[config.mk]
export PLATFORM = sky130hd
export DESIGN_NAME = l1_stream_out
export DESIGN_NICKNAME = d
export VERILOG_FILES = /design/src/rtl/l1_pkg.sv /design/src/rtl/sync_fifo.sv /design/src/rtl/l1_stream_out.sv
export SDC_FILE = /design/constraint.sdc
export NUM_CORES = 1
export LEC_CHECK = 0
export BUFFER_PORTS_ARGS = -buffer_cell sky130_fd_sc_hd__buf_2
export CORE_MARGIN = 2
export CORE_UTILIZATION = 62
export DETAILED_ROUTE_END_ITERATION = 10
export GPL_ROUTABILITY_DRIVEN = 1
export GPL_TIMING_DRIVEN = 0
export PLACE_DENSITY_LB_ADDON = 0.12
export RECOVER_POWER = 25
export SYNTH_ARGS = -nofsm -noshare
export SYNTH_HDL_FRONTEND = slang
export SYNTH_SLANG_ARGS = --single-unit
export TNS_END_PERCENT = 5
[constraint.sdc]
create_clock -name clk -period 5.5 [get_ports clk]
set_clock_uncertainty 0.05 [all_clocks]
set_input_delay 0.55 -clock clk [delete_from_list [all_inputs] [get_ports clk]]
set_output_delay 0.55 -clock clk [all_outputs]
set_load 0.005 [all_outputs]
[src/rtl/l1_pkg.sv]
// rtl/l1_pkg.sv - shared constants and FSM state type for the layer-1 result readout path
package l1_pkg;

  localparam int DATA_W = 20;
  localparam int ADDR_W = 12;
  localparam int IDX_W  = 10;
  localparam int SUM_W  = 30;

  localparam logic [2:0] CSEL_NONE = 3'b000;
  localparam logic [2:0] CSEL_L0   = 3'b001;
  localparam logic [2:0] CSEL_L1   = 3'b011;

  typedef enum logic [1:0] {
    ST_IDLE  = 2'd0,
    ST_READ  = 2'd1,
    ST_DRAIN = 2'd2,
    ST_FIN   = 2'd3
  } l1_state_e;

endpackage

[src/rtl/sync_fifo.sv]
// rtl/sync_fifo.sv - single-clock FIFO with combinational head and occupancy count
module sync_fifo #(
  parameter int WIDTH = 20,
  parameter int DEPTH = 4
) (
  input  logic                   clk_i,
  input  logic                   rst_ni,
  input  logic                   push_i,
  input  logic [WIDTH-1:0]       wdata_i,
  input  logic                   pop_i,
  output logic [WIDTH-1:0]       head_o,
  output logic                   full_o,
  output logic                   empty_o,
  output logic [$clog2(DEPTH):0] count_o
);

  localparam int PTR_W = $clog2(DEPTH);
  localparam logic [PTR_W:0] FULL_CNT = (PTR_W + 1)'(DEPTH);

  logic [WIDTH-1:0] mem_q [DEPTH];
  logic [PTR_W-1:0] wr_ptr_q;
  logic [PTR_W-1:0] rd_ptr_q;
  logic [PTR_W:0]   count_q;
  logic             do_push;
  logic             do_pop;

  // Pushes into a full FIFO and pops from an empty one are dropped.
  assign do_push = push_i && !full_o;
  assign do_pop  = pop_i && !empty_o;

  assign head_o  = mem_q[rd_ptr_q];
  assign full_o  = (count_q == FULL_CNT);
  assign empty_o = (count_q == '0);
  assign count_o = count_q;

  // Storage, pointers and count; storage is cleared so the head reads 0 after reset.
  always_ff @(posedge clk_i) begin
    if (!rst_ni) begin
      wr_ptr_q <= '0;
      rd_ptr_q <= '0;
      count_q  <= '0;
      for (int i = 0; i < DEPTH; i++) begin
        mem_q[i] <= '0;
      end
    end else begin
      if (do_push) begin
        mem_q[wr_ptr_q] <= wdata_i;
        wr_ptr_q        <= wr_ptr_q + PTR_W'(1);
      end
      if (do_pop) begin
        rd_ptr_q <= rd_ptr_q + PTR_W'(1);
      end
      if (do_push && !do_pop) begin
        count_q <= count_q + (PTR_W + 1)'(1);
      end else if (!do_push && do_pop) begin
        count_q <= count_q - (PTR_W + 1)'(1);
      end
    end
  end

endmodule

[src/rtl/l1_stream_out.sv]
// rtl/l1_stream_out.sv - streams the layer-1 result map to the host with prefetch and checksum
module l1_stream_out #(
  parameter int DATA_W     = l1_pkg::DATA_W,
  parameter int ADDR_W     = l1_pkg::ADDR_W,
  parameter int NUM_WORDS  = 1024,
  parameter int FIFO_DEPTH = 4
) (
  input  logic              clk,
  input  logic              reset,
  input  logic              start,
  output logic              busy,
  output logic              crd,
  output logic [ADDR_W-1:0] caddr_rd,
  output logic [2:0]        csel,
  input  logic [DATA_W-1:0] cdata_rd,
  output logic              out_valid,
  input  logic              out_ready,
  output logic [DATA_W-1:0] out_data,
  output logic [9:0]        out_idx,
  output logic              out_last,
  output logic [29:0]       sum_out,
  output logic              done
);

  import l1_pkg::*;

  localparam int CNT_W = $clog2(FIFO_DEPTH) + 1;
  localparam logic [CNT_W:0]   DEPTH_OCC = (CNT_W + 1)'(FIFO_DEPTH);
  localparam logic [IDX_W-1:0] LAST_IDX  = IDX_W'(NUM_WORDS - 1);

  l1_state_e         state_q;
  logic              busy_q;
  logic              done_q;
  logic              inflight_q;
  logic [IDX_W-1:0]  rd_idx_q;
  logic [IDX_W-1:0]  out_idx_q;
  logic [ADDR_W-1:0] caddr_q;
  logic [SUM_W-1:0]  sum_q;

  logic [CNT_W-1:0]  fifo_count;
  logic              fifo_full;
  logic              fifo_empty;
  logic [DATA_W-1:0] fifo_head;
  logic [CNT_W:0]    occupancy;
  logic              issue;
  logic              pop;
  logic              last_pop;

  // A read is only issued when the word it returns is guaranteed a FIFO slot.
  assign occupancy = {1'b0, fifo_count} + {{CNT_W{1'b0}}, inflight_q};
  assign issue     = (state_q == ST_READ) && !fifo_full && (occupancy < DEPTH_OCC);
  assign pop       = !fifo_empty && out_ready;
  assign last_pop  = pop && (out_idx_q == LAST_IDX);

  sync_fifo #(
    .WIDTH (DATA_W),
    .DEPTH (FIFO_DEPTH)
  ) u_fifo (
    .clk_i   (clk),
    .rst_ni  (reset),
    .push_i  (inflight_q),
    .wdata_i (cdata_rd),
    .pop_i   (pop),
    .head_o  (fifo_head),
    .full_o  (fifo_full),
    .empty_o (fifo_empty),
    .count_o (fifo_count)
  );

  // Transfer FSM plus read-index and in-flight tracking.
  always_ff @(posedge clk) begin
    if (!reset) begin
      state_q    <= ST_IDLE;
      busy_q     <= 1'b0;
      done_q     <= 1'b0;
      inflight_q <= 1'b0;
      rd_idx_q   <= '0;
      caddr_q    <= '0;
    end else begin
      inflight_q <= issue;
      done_q     <= 1'b0;
      if (issue) begin
        caddr_q  <= ADDR_W'(rd_idx_q);
        rd_idx_q <= rd_idx_q + IDX_W'(1);
      end
      case (state_q)
        ST_IDLE: begin
          if (start) begin
            state_q  <= ST_READ;
            busy_q   <= 1'b1;
            rd_idx_q <= '0;
          end
        end
        ST_READ: begin
          if (issue && (rd_idx_q == LAST_IDX)) begin
            state_q <= ST_DRAIN;
          end
        end
        ST_DRAIN: begin
          if (last_pop) begin
            state_q <= ST_FIN;
            busy_q  <= 1'b0;
            done_q  <= 1'b1;
          end
        end
        ST_FIN: begin
          state_q <= ST_IDLE;
        end
        default: begin
          state_q <= ST_IDLE;
        end
      endcase
    end
  end

  // Output index and running checksum; both restart on an accepted start.
  always_ff @(posedge clk) begin
    if (!reset) begin
      out_idx_q <= '0;
      sum_q     <= '0;
    end else if ((state_q == ST_IDLE) && start) begin
      out_idx_q <= '0;
      sum_q     <= '0;
    end else if (pop) begin
      out_idx_q <= out_idx_q + IDX_W'(1);
      sum_q     <= sum_q + SUM_W'(fifo_head);
    end
  end

  assign busy      = busy_q;
  assign done      = done_q;
  assign crd       = issue;
  assign caddr_rd  = issue ? ADDR_W'(rd_idx_q) : caddr_q;
  assign csel      = busy_q ? CSEL_L1 : CSEL_NONE;
  assign out_valid = !fifo_empty;
  assign out_data  = fifo_head;
  assign out_idx   = out_idx_q;
  assign out_last  = !fifo_empty && (out_idx_q == LAST_IDX);
  assign sum_out   = sum_q;

endmodule

==> results of run 1 <==
-- cell usage after synthesis, types with 14 or more instances --
cell and number:
dfxtp_1 76, inv_1 34, nand2_1 109, and2_1 33, xor2_1 14, a21oi_1 40, or3_1 14, nand3_1 28
clkbuf_1 26, edfxtp_1 80, ha_1 27, mux4_2 20, nor2_1 90, o21ai_0 25
-- worst min-delay path by stage --
stage	startpoint	endpoint	cells after the start	slack [ns]
after floorplan	caddr_q[10]	caddr_q[10]	1	0.39
after global placement	caddr_q[10]	caddr_q[10]	1	0.41
after detailed placement	sum_out[0]	sum_out[0]	2	0.42
after CTS	cdata_rd[9]	u_fifo.mem_q[0][9]	2	0.36
after global routing	cdata_rd[3]	u_fifo.mem_q[0][3]	2	0.38
final	cdata_rd[8]	u_fifo.mem_q[0][8]	2	0.37
-- registers in the layout (all words and copies together) (netlist names), named ones only --
| signal | flops |
|---|---|
| busy | 1 |
| caddr_q | 12 |
| done | 1 |
| inflight_q | 1 |
| out_idx | 10 |
| rd_idx_q | 10 |
| state_q | 2 |
| sum_out | 30 |
| u_fifo.count_o | 3 |
| u_fifo.mem_q | 80 |
| u_fifo.rd_ptr_q | 2 |
| u_fifo.wr_ptr_q | 2 |
-- layout make-up --
class                      count  area share [%]
clock inverter                12            1.87
buffer                        37            1.69
clock buffer                  19            4.77
tap                          168            2.32
inverter                      34            1.41
multi-input combinational    546            39.1
sequential                   156            43.2
timing repair buffer         103            5.66
-- power by group --
| group | leakage (uW) | switching, uW | internal (uW) |
|---|---|---|---|
| registers | 0.00144 | 73.9 | 1330 |
| logic | 0.00202 | 672 | 402 |
| clock network | 0.000286 | 467 | 754 |
| total | 0.00375 | 1210 | 2480 |
-- kinds of logic after synthesis --
group,Yosys count
adder cells (fa/ha/maj),29
buffers and inverters,71
AND/OR/NAND/NOR,343
XOR/XNOR,27
multiplexers,27
flip-flops,156
AO/OA/AOI/OAI,119
other,1
-- per-stage QoR --
| step | std cells | hold WS [ns] | util, % | setup slack [ns] | cell area (um2) |
|---|---|---|---|---|---|
| floorplan | 773 | 0.394 | - | 2.08 | 7750 |
| global placement | 1043 | 0.407 | 70.0 | 1.36 | 8470 |
| detailed placement | 1044 | 0.418 | 70.2 | 1.59 | 8500 |
| CTS | 1075 | 0.356 | 75.2 | 1.59 | 9110 |
| global route | 1075 | 0.376 | 75.0 | 1.29 | 9080 |
| finish | 1075 | 0.366 | 75.0 | 1.65 | 9080 |
-- cells in the final DEF, fill, tap and decap left out, types with 11 or more instances in the layout --
cell type    n
nand4_1     11
dfxtp_1     76
xor2_1      14
edfxtp_1    80
o21ai_0     25
clkbuf_16   17
and3_1      11
nor3_1      13
nand3_1     28
clkbuf_1    48
inv_1       34
mux4_2      20
a21oi_1     40
nand2_1    109
nor2_1      90
ha_1        27
buf_2       86
xnor2_1     13
or3_1       14
and2_1      29
-- layer usage --
metal | GRT usage (%) | share of wire, % | up-vias
met1 | 38.7 | 42 | 3055
met4 | 12.3 | 2.1 | 0
met5 | 0 | 0 | -
met2 | 50.0 | 49 | 292
met3 | 6.17 | 7.3 | 38
li1 | - | - | 3005
-- worst reg2reg max path: cells and delay by family (launching register included) --
family | cells | cell delay, ns
multiplexers | 1 | 0.64
buffers and inverters | 1 | 0.68
flip-flops | 1 | 0.33
adder cells (fa/ha/maj) | 1 | 0.38
AO/OA/AOI/OAI | 4 | 0.83
AND/OR/NAND/NOR | 2 | 0.85
==> metrics.txt, run 1 <==
status finished, final reports clean; worst-margin pin slew 1.23 ns; initial antenna violation count 0; Tightest Hold Check Type in -> reg; FF-to-FF path depth 9; register area 3920 um2; number of synthesized flops with an enable pin 80; pin count of the biggest net entering global routing 21; Final Hold Fails 0; PnR Total Power 3700 uW; Starting Density 64.0%; vias in the first global route 6171; Placement Rows 40; Iteration-0 DRC Markers 415; n_diodes 0; Syn Nets 826; Port Buf Inserts 102; Synth Area in Compound Gates 9.97%; Primary FF master, synth edfxtp_1; Pre-antenna DRT Iters 5; Reg clk slew, reported paths 0.07 ns; total number of yosys warnings 0; reg-to-reg slack, setup 1.65 ns; total grt overflow 0; die span in x 116 um; clock buffer depth 2; Avg Vias per Cell 5.94; die height 116 um; CP endpoint kind flip-flop; synthesized area per cell 10.0 um2; crit path buf inv count 1; Critical R2R Capture sum_out[18]; Layout fillers 883; Crit path largest cell delay 0.68 ns; footprint of the multi-input gates 3550 um2; Max Fclk 259 MHz; core region area 12100 um2; area growth from synthesis to layout 17.1%; post-CTS sizing 0; # nets final 948; Synth top area share 31.0%; fin crit share 70.1%; Fin Setup TNS 0 ns; CP max stage cell clkbuf_1; Crit path arrival time 4.13 ns; Crit path max-delay family simple AND/OR/NAND/NOR gates; drc violations 0; Die ar. 13400 um2; worst-path fanout max 10; Post-Synth Simple-Gate Area 21.1%; adder-cell share of the synthesized area 4.87%; Async S/R FF share, synth 0%; Critical Path End sum_out[18]; Synth cell types 62; Startpoint Class flip-flop; unrepaired setup endpoints after global routing no; post-synthesis mux area share 6.71%; Slew HR 17.0%; final wirelength 19200 um; Worst Path Class, Setup reg -> reg; P_leak 0.00375 uW; combinational family with the most area after synthesis simple AND/OR/NAND/NOR gates; mapped cell area 7750 um2; DRT antenna net count 0; # IOs 104; Total GRT Usage 30.0%; CTS tree built; later-pin clock latency in the skew report 0.43 ns; max-cap viol count 0; FF+latch count, synth 156; Post-CTS Setup Inserts 0; CP required 5.78 ns; endpoints failing setup 0; total CTS buffers 17; XOR/XNOR share of the synthesized area 3.05%; Routability Congestion 0.933; routed len/inst 17.9 um; Peak VDD IR 0.000237 V; Syn Inst Count 773; worst path cell trace clkbuf_1 > mux4_2 > ha_1 > a21oi_1 > nor2b_1 > a21o_2 > a211oi_1 > or4_1 > a32o_1; Pwr Density 407 nW/um2; Root Buffer clkbuf_16; H-Tree Depth 4; Slew Viols, Final 0; area leader, netlist edfxtp_1; Final min period 3.85 ns; share of post-route cells with drive strength above 1 16.2%; DR vias 6390; DP HPWL 13700 um; Hold-fix buffers, CTS 0; Clock Sinks 156; Levels on crit path 9; first-pass GRT wire length 30500 um; largest cells by area after synthesis edfxtp_1 31%, dfxtp_1 20%, mux4_2 5.8%; Seq/Total Area, Yosys 50.6%
Power figures use the tool's default switching activity.
==> run 2, diff against run 1 <==
- ABC_AREA: not set -> 1
- CORE_UTILIZATION: 62 -> 53
- clock period: 5.5 -> 3.3 ns (I/O delays scaled with it)
==> run 2 against run 1 <==
Against the previous run: the run now ends with capacitance limit, slew limit left; critical path depth up 8; final cell count up 36%; sequential power up 75%; sequential share of layout area down 2.8 points; global-route usage down 3.5 points; die area up 25%; register-to-register slack worse by 1.3 ns; non-clock buffer count up 4; clock power up 56%; maximum frequency up 30%; largest cell class unchanged.
==> metrics.txt, run 2 <==
unrepaired setup endpoints after global routing no; Final Hold Fails 0 (unchanged); Starting Density 54.6% (-9.4 points); P_leak 0.00445 uW (+19%); initial antenna violation count 0 (unchanged); top cells by count, synth 244 x nor2_1, 207 x nand2_1, 162 x inv_1; Peak VDD IR 0.000512 V (+120%); Syn Inst Count 1117 (+45%); dpl ws 0.0645 ns (-1.52 ns); # nets final 1294 (+36%); share of post-route cells with drive strength above 1 11.2% (-5.0 points); Synth cell types 44 (-29%); Hold Path Depth 3 (+1); Met3 Wirelength 1420 um (+1.9%); synthesized area per cell 7.49 um2 (-25%); Synth top area share 28.7% (-2.3 points); Clock Sinks 156 (unchanged); failing checks capacitance limit, slew limit; final worst slack 0.329 ns (-1.32 ns); Slew HR -11.3% (-28 points); Primary FF master, synth edfxtp_1; Tightest Hold Check Type in -> reg; M1 wire length 9640 um (+21%); fin util 63.4% (-12 points); clock buffer depth 2 (unchanged); Async S/R FF share, synth 0% (unchanged); FF-to-FF path depth 17 (+8); Max Fclk 337 MHz (+30%); mapped cell area 8370 um2 (+8.0%); n_diodes 0 (unchanged); area growth from synthesis to layout 16.1%; highest-count cells in the layout ignoring fill and taps 244 x nor2_1, 210 x nand2_1, 164 x inv_1; total CTS buffers 17 (unchanged); core region area 15300 um2 (+26%); Die ar. 16800 um2 (+25%); worst-margin pin slew 1.65 ns (+0.419 ns); die height 130 um (+12%); CP endpoint kind flip-flop; most frequent cell after synthesis nor2_1; CP required 3.57 ns (-2.21 ns); Pwr Density 744 nW/um2 (+83%); Crit path arrival time 3.24 ns (-0.89 ns); Total GRT Usage 26.5% (-3.5 points); later-pin clock latency in the skew report 0.43 ns (about the same); Root Buffer clkbuf_16; largest cells by area after synthesis edfxtp_1 29%, dfxtp_1 18%, nor2_1 11%; die span in x 130 um (+12%); Iteration-0 DRC Markers 658 (+59%); Reg clk slew, reported paths 0.06 ns (about the same); Seq/Total Area, Yosys 46.9% (-3.7 points); first-pass GRT wire length 34300 um (+12%); H-Tree Depth 4 (unchanged); Placement Rows 45 (+13%); status finished with violations; Slew Viols, Final 10 (+10); Worst Path Class, Setup reg -> reg; max layer used met4; total number of yosys warnings 0 (unchanged); Fin Setup TNS 0 ns (unchanged); CTS tree built; Avg Vias per Cell 5.13 (-14%); vias in the first global route 6903 (+12%); final wirelength 21400 um (+12%); # IOs 104 (unchanged); drc violations 0 (unchanged); Pre-antenna DRT Iters 5 (unchanged); Reg with most FFs u_fifo.mem_q; Final min period 2.97 ns (-0.883 ns); Port Buf Inserts 102 (unchanged); worst-path fanout max 10 (unchanged); DR vias 7520 (+18%); Hold-fix buffers, CTS 0 (unchanged); Syn Nets 1170 (+42%); fin crit share 90.0% (+20 points); final instance area 9710 um2 (+7.0%); number of flip-flops in the largest register 80 (unchanged); max-cap viol count 1 (+1); PnR Total Power 7230 uW (+96%); routed len/inst 14.6 um (-18%); Startpoint Class flip-flop; DP HPWL 15300 um (+12%); WL met2 9880 um (+4.7%); cell area after placement 9210 um2 (+8.3%); endpoints failing setup 0 (unchanged); DRT antenna net count 0 (unchanged); Post-CTS Setup Inserts 0 (unchanged); pin count of the biggest net entering global routing 21 (unchanged); number of synthesized flops with an enable pin 80 (unchanged); most common cell after layout, fill and taps aside nor2_1; area leader, netlist edfxtp_1; FF+latch count, synth 156 (unchanged); Routability Congestion 0.887 (-5.0%); total grt overflow 0 (unchanged)
run 2: cell types whose count changed after synthesis, moves of 12 or more:
| cell | change |
|---|---|
| o21ai_0 | +46 |
| and2_1 | -31 |
| nand3_1 | +28 |
| nand2_1 | +98 |
| mux4_2 | -20 |
| o22ai_1 | +19 |
| nor2_1 | +154 |
| or3_1 | -14 |
| xnor2_1 | -12 |
| inv_1 | +128 |
run 2: worst paths after layout:
path,startpoint,end,slack (ns)
max,flip-flop,sum_out[22],0.33
min reg2reg,caddr_q[11],caddr_q[11],0.39
min,start,busy,0.14
max reg2reg,flip-flop,sum_out[22],0.33
run 2: layout make-up:
cell class | instances | area (um2)
clock buffer | 21 | 440
sequential | 156 | 3920
multi-input combinational | 752 | 3620
timing repair buffer | 105 | 527
fill | 1451 | 5600
clock inverter | 11 | 120
buffer | 39 | 184
inverter | 170 | 638
tap | 211 | 264
run 2: logic make-up (layout without fill, tap and decap cells):
kind of cell    after synthesis  after routing  synth area share (%)
fa+ha+maj                    29             29                  4.51
other cells                   1              1                0.0448
buf+inv                     209            346                  9.91
flops                       156            156                  46.9
compound gates              156            156                  10.1
xor+xnor                     11             11                  1.15
simple gates                555            555                  27.4
run 2: where the power goes:
group          leakage [uW]  internal, uW  switching (uW)  total (uW)
Combinational       0.00274           964            1910        2880
Sequential          0.00144          2290             162        2450
Clock              0.000265          1110             793        1900
run 2: critical path, stage by stage (launching register included):
cell,delay [ns]
dfxtp_1,0.34
inv_1,0.11
buf_2,0.25
nor2_1,0.08
o22ai_2,0.27
ha_1,0.26
inv_1,0.07
fa_1,0.40
inv_1,0.11
nand3_1,0.07
nand3_1,0.19
nand2_1,0.10
nand2_1,0.16
nand2_1,0.09
nand3_1,0.13
nand3_1,0.08
nand2_1,0.06
nor2_1,0.04
run 2: repair_timing:
item / CTS / global route
endpoints found under the hold margin: 0 / 0
setup endpoints to repair: 0 / 19
resized for setup: 0 / 16
run 2: metal layers:
metal  vias up  track usage, %
met5         -               0
met4         0            9.36
met3        34            7.02
met2       220            42.3
met1      3439            35.1
li1       3827               -
run 2: stage by stage:
stage | hold WS, ns | instances
detailed placement | 0.389 | 1433
finish | 0.139 | 1465
global placement | 0.381 | 1430
floorplan | 0.371 | 1117
global route | 0.142 | 1465
CTS | 0.141 | 1465
==> run 3, diff against run 2 <==
- CORE_UTILIZATION: 53 -> 59
- RECOVER_POWER: 25 -> not set
- clock period: 3.3 -> 2.8 ns (I/O delays scaled with it)
==> run 3 against run 2 <==
Against the previous run: the flow now finishes without violations; final cell count shrank 2.0%; sequential share of layout area shrank 0.51 points; critical path depth shrank 3; non-clock buffer count grew 2; maximum frequency grew 11%; worst setup slack lost 0.20 ns; global-route usage grew 2.1 points; highest routed layer unchanged.
==> metrics.txt, run 3 (synthesis gave the netlist of run 2 again) <==
worst-margin pin slew 1.01 ns (-0.645 ns); total grt overflow 0 (unchanged); Slew HR 32.7% (+44 points); core region area 13900 um2 (-9.4%); share of post-route cells with drive strength above 1 17.4% (+6.1 points); Reg with most FFs u_fifo.mem_q; most frequent CP cell nand2_1; most common cell after layout, fill and taps aside nor2_1; CP endpoint kind flip-flop; pin count of the biggest net entering global routing 21 (unchanged); Crit path max-delay family simple AND/OR/NAND/NOR gates; crit path buf inv count 2 (-2); Routability Congestion 0.980 (+10%); drc violations 0 (unchanged); routed len/inst 14.7 um (+0.60%); register area 3930 um2 (about the same); fin crit share 95.5% (+5.5 points); Layout fillers 1118 (-23%); final cell count without fillers 1436 (-2.0%); footprint of the multi-input gates 3740 um2 (+3.3%); cell area after placement 9160 um2 (-0.52%); Root Buffer clkbuf_16; n_diodes 0 (unchanged); highest-count cells in the layout ignoring fill and taps 241 x nor2_1, 205 x nand2_1, 161 x inv_1; Startpoint Class flip-flop; H-Tree Depth 4 (unchanged); number of flip-flops in the largest register 80 (unchanged); clock buffer depth 2 (unchanged); worst-path fanout max 10 (unchanged); DR vias 7616 (+1.3%); DRT antenna net count 0 (unchanged); Starting Density 60.3% (+5.6 points); Final min period 2.67 ns (-0.296 ns); initial antenna violation count 0 (unchanged); Peak VDD IR 0.000618 V (+21%); Crit path largest cell delay 0.39 ns (about the same); DP HPWL 14900 um (-2.1%); unrepaired setup endpoints after global routing yes; Avg Vias per Cell 5.30 (+3.3%); worst path cell trace buf_2 > nor2_1 > o22ai_1 > ha_1 > nand2_1 > nand3_1 > nand3_1 > nand3_1 > nand2_1 > nand2_1 > nand2_1 > nand3_1 > nand2_1 > inv_1; Total GRT Usage 28.6% (+2.1 points); CP required 3.08 ns (-0.49 ns); Placement Rows 43 (-4.4%); PnR Total Power 8540 uW (+18%); die height 123 um (-5.1%); die span in x 123 um (-5.1%); Slew Viols, Final 0 (-10); Clock Sinks 156 (unchanged); CTS tree built; Final Hold Fails 0 (unchanged); placed insts 1402 (-2.2%); CP max stage cell o22ai_1; Worst Path Class, Setup reg -> reg; max-cap viol count 0 (-1); Tightest Hold Check Type in -> reg; final wirelength 21100 um (-1.4%); final instance area 9840 um2 (+1.3%); Max Fclk 374 MHz (+11%); status finished, final reports clean; later-pin clock latency in the skew report 0.43 ns (about the same); total CTS buffers 17 (unchanged); Pre-antenna DRT Iters 6 (+1); Port Buf Inserts 102 (unchanged); Pwr Density 867 nW/um2 (+17%); Iteration-0 DRC Markers 730 (+11%); vias in the first global route 6915 (+0.17%); Crit path arrival time 2.96 ns (-0.28 ns); Die ar. 15200 um2 (-9.9%); # nets final 1296 (+0.15%); # IOs 104 (unchanged); area growth from synthesis to layout 17.6%; Reg clk slew, reported paths 0.06 ns (about the same); P_leak 0.00462 uW (+3.8%); endpoints failing setup 0 (unchanged); first-pass GRT wire length 33100 um (-3.2%)
-- run 3: cell types whose count changed in the layout (fill, tap and decap cells not counted), sizes merged --
cell	previous run	this run
buf	86	129
bufinv	2	0
clkbuf	79	37
clkinv	5	7
clkinvlp	3	4
-- run 3: area by class of cell --
type / instances / area share [%]
flip-flops and latches: 156 / 39.9
multi-input cells: 752 / 38.0
inverters: 170 / 6.48
repair buffers: 107 / 5.80
clock buffers: 20 / 4.44
plain buffers: 39 / 2.38
well taps: 180 / 2.29
clock inverters: 12 / 0.763
-- run 3: path summary, 6_finish.rpt --
kind	from	end	slack, ns	cells after the start
setup / recovery	flip-flop	sum_out[19]	0.13	14
hold / removal	start	busy	0.1	3
setup reg to reg	flip-flop	sum_out[19]	0.13	14
hold reg to reg	caddr_q[11]	caddr_q[11]	0.39	2
-- run 3: stage by stage --
step	worst slack, ns	hold WS [ns]	setup TNS, ns	util (%)
after floorplan	0.138	0.371	0	-
final	0.125	0.0989	0	70.9
after global routing	-0.0715	0.110	-0.249	70.9
after CTS	-0.0117	0.0972	-0.0117	70.0
after detailed placement	-0.399	0.384	-4.99	66.0
after global placement	-1.13	0.378	-59.15	65.6
-- run 3: metal layers --
layer  global-route usage, %  part of all wire (%)  vias to the layer above
li1                        -                     -                     3837
met1                    37.9                    44                     3473
met2                    46.0                    47                      271
met3                    6.13                   6.7                       35
met4                    11.3                   2.4                        0
met5                       0                     0                        -
-- run 3: worst reg2reg max path: cells and delay by family (launching register included) --
| family | cells | cell delay [ns] |
|---|---|---|
| adder cells (fa/ha/maj) | 1 | 0.39 |
| buffers and inverters | 2 | 0.28 |
| AO/OA/AOI/OAI | 1 | 0.39 |
| AND/OR/NAND/NOR | 10 | 1.08 |
| flip-flops | 1 | 0.37 |
-- run 3: power by group --
part / internal (uW) / switching [uW] / leakage, uW
logic: 1260 / 2340 / 0.00293
registers: 2700 / 199 / 0.00144
clock network: 1120 / 916 / 0.000237
total: 5080 / 3460 / 0.00462
-- run 3: timing repair --
action,in CTS,in global routing
cloned,0,0
buffers inserted,0,2
gates resized for setup,18,42
hold buffers,0,0
pin swaps,0,5
setup endpoints to repair,23,23
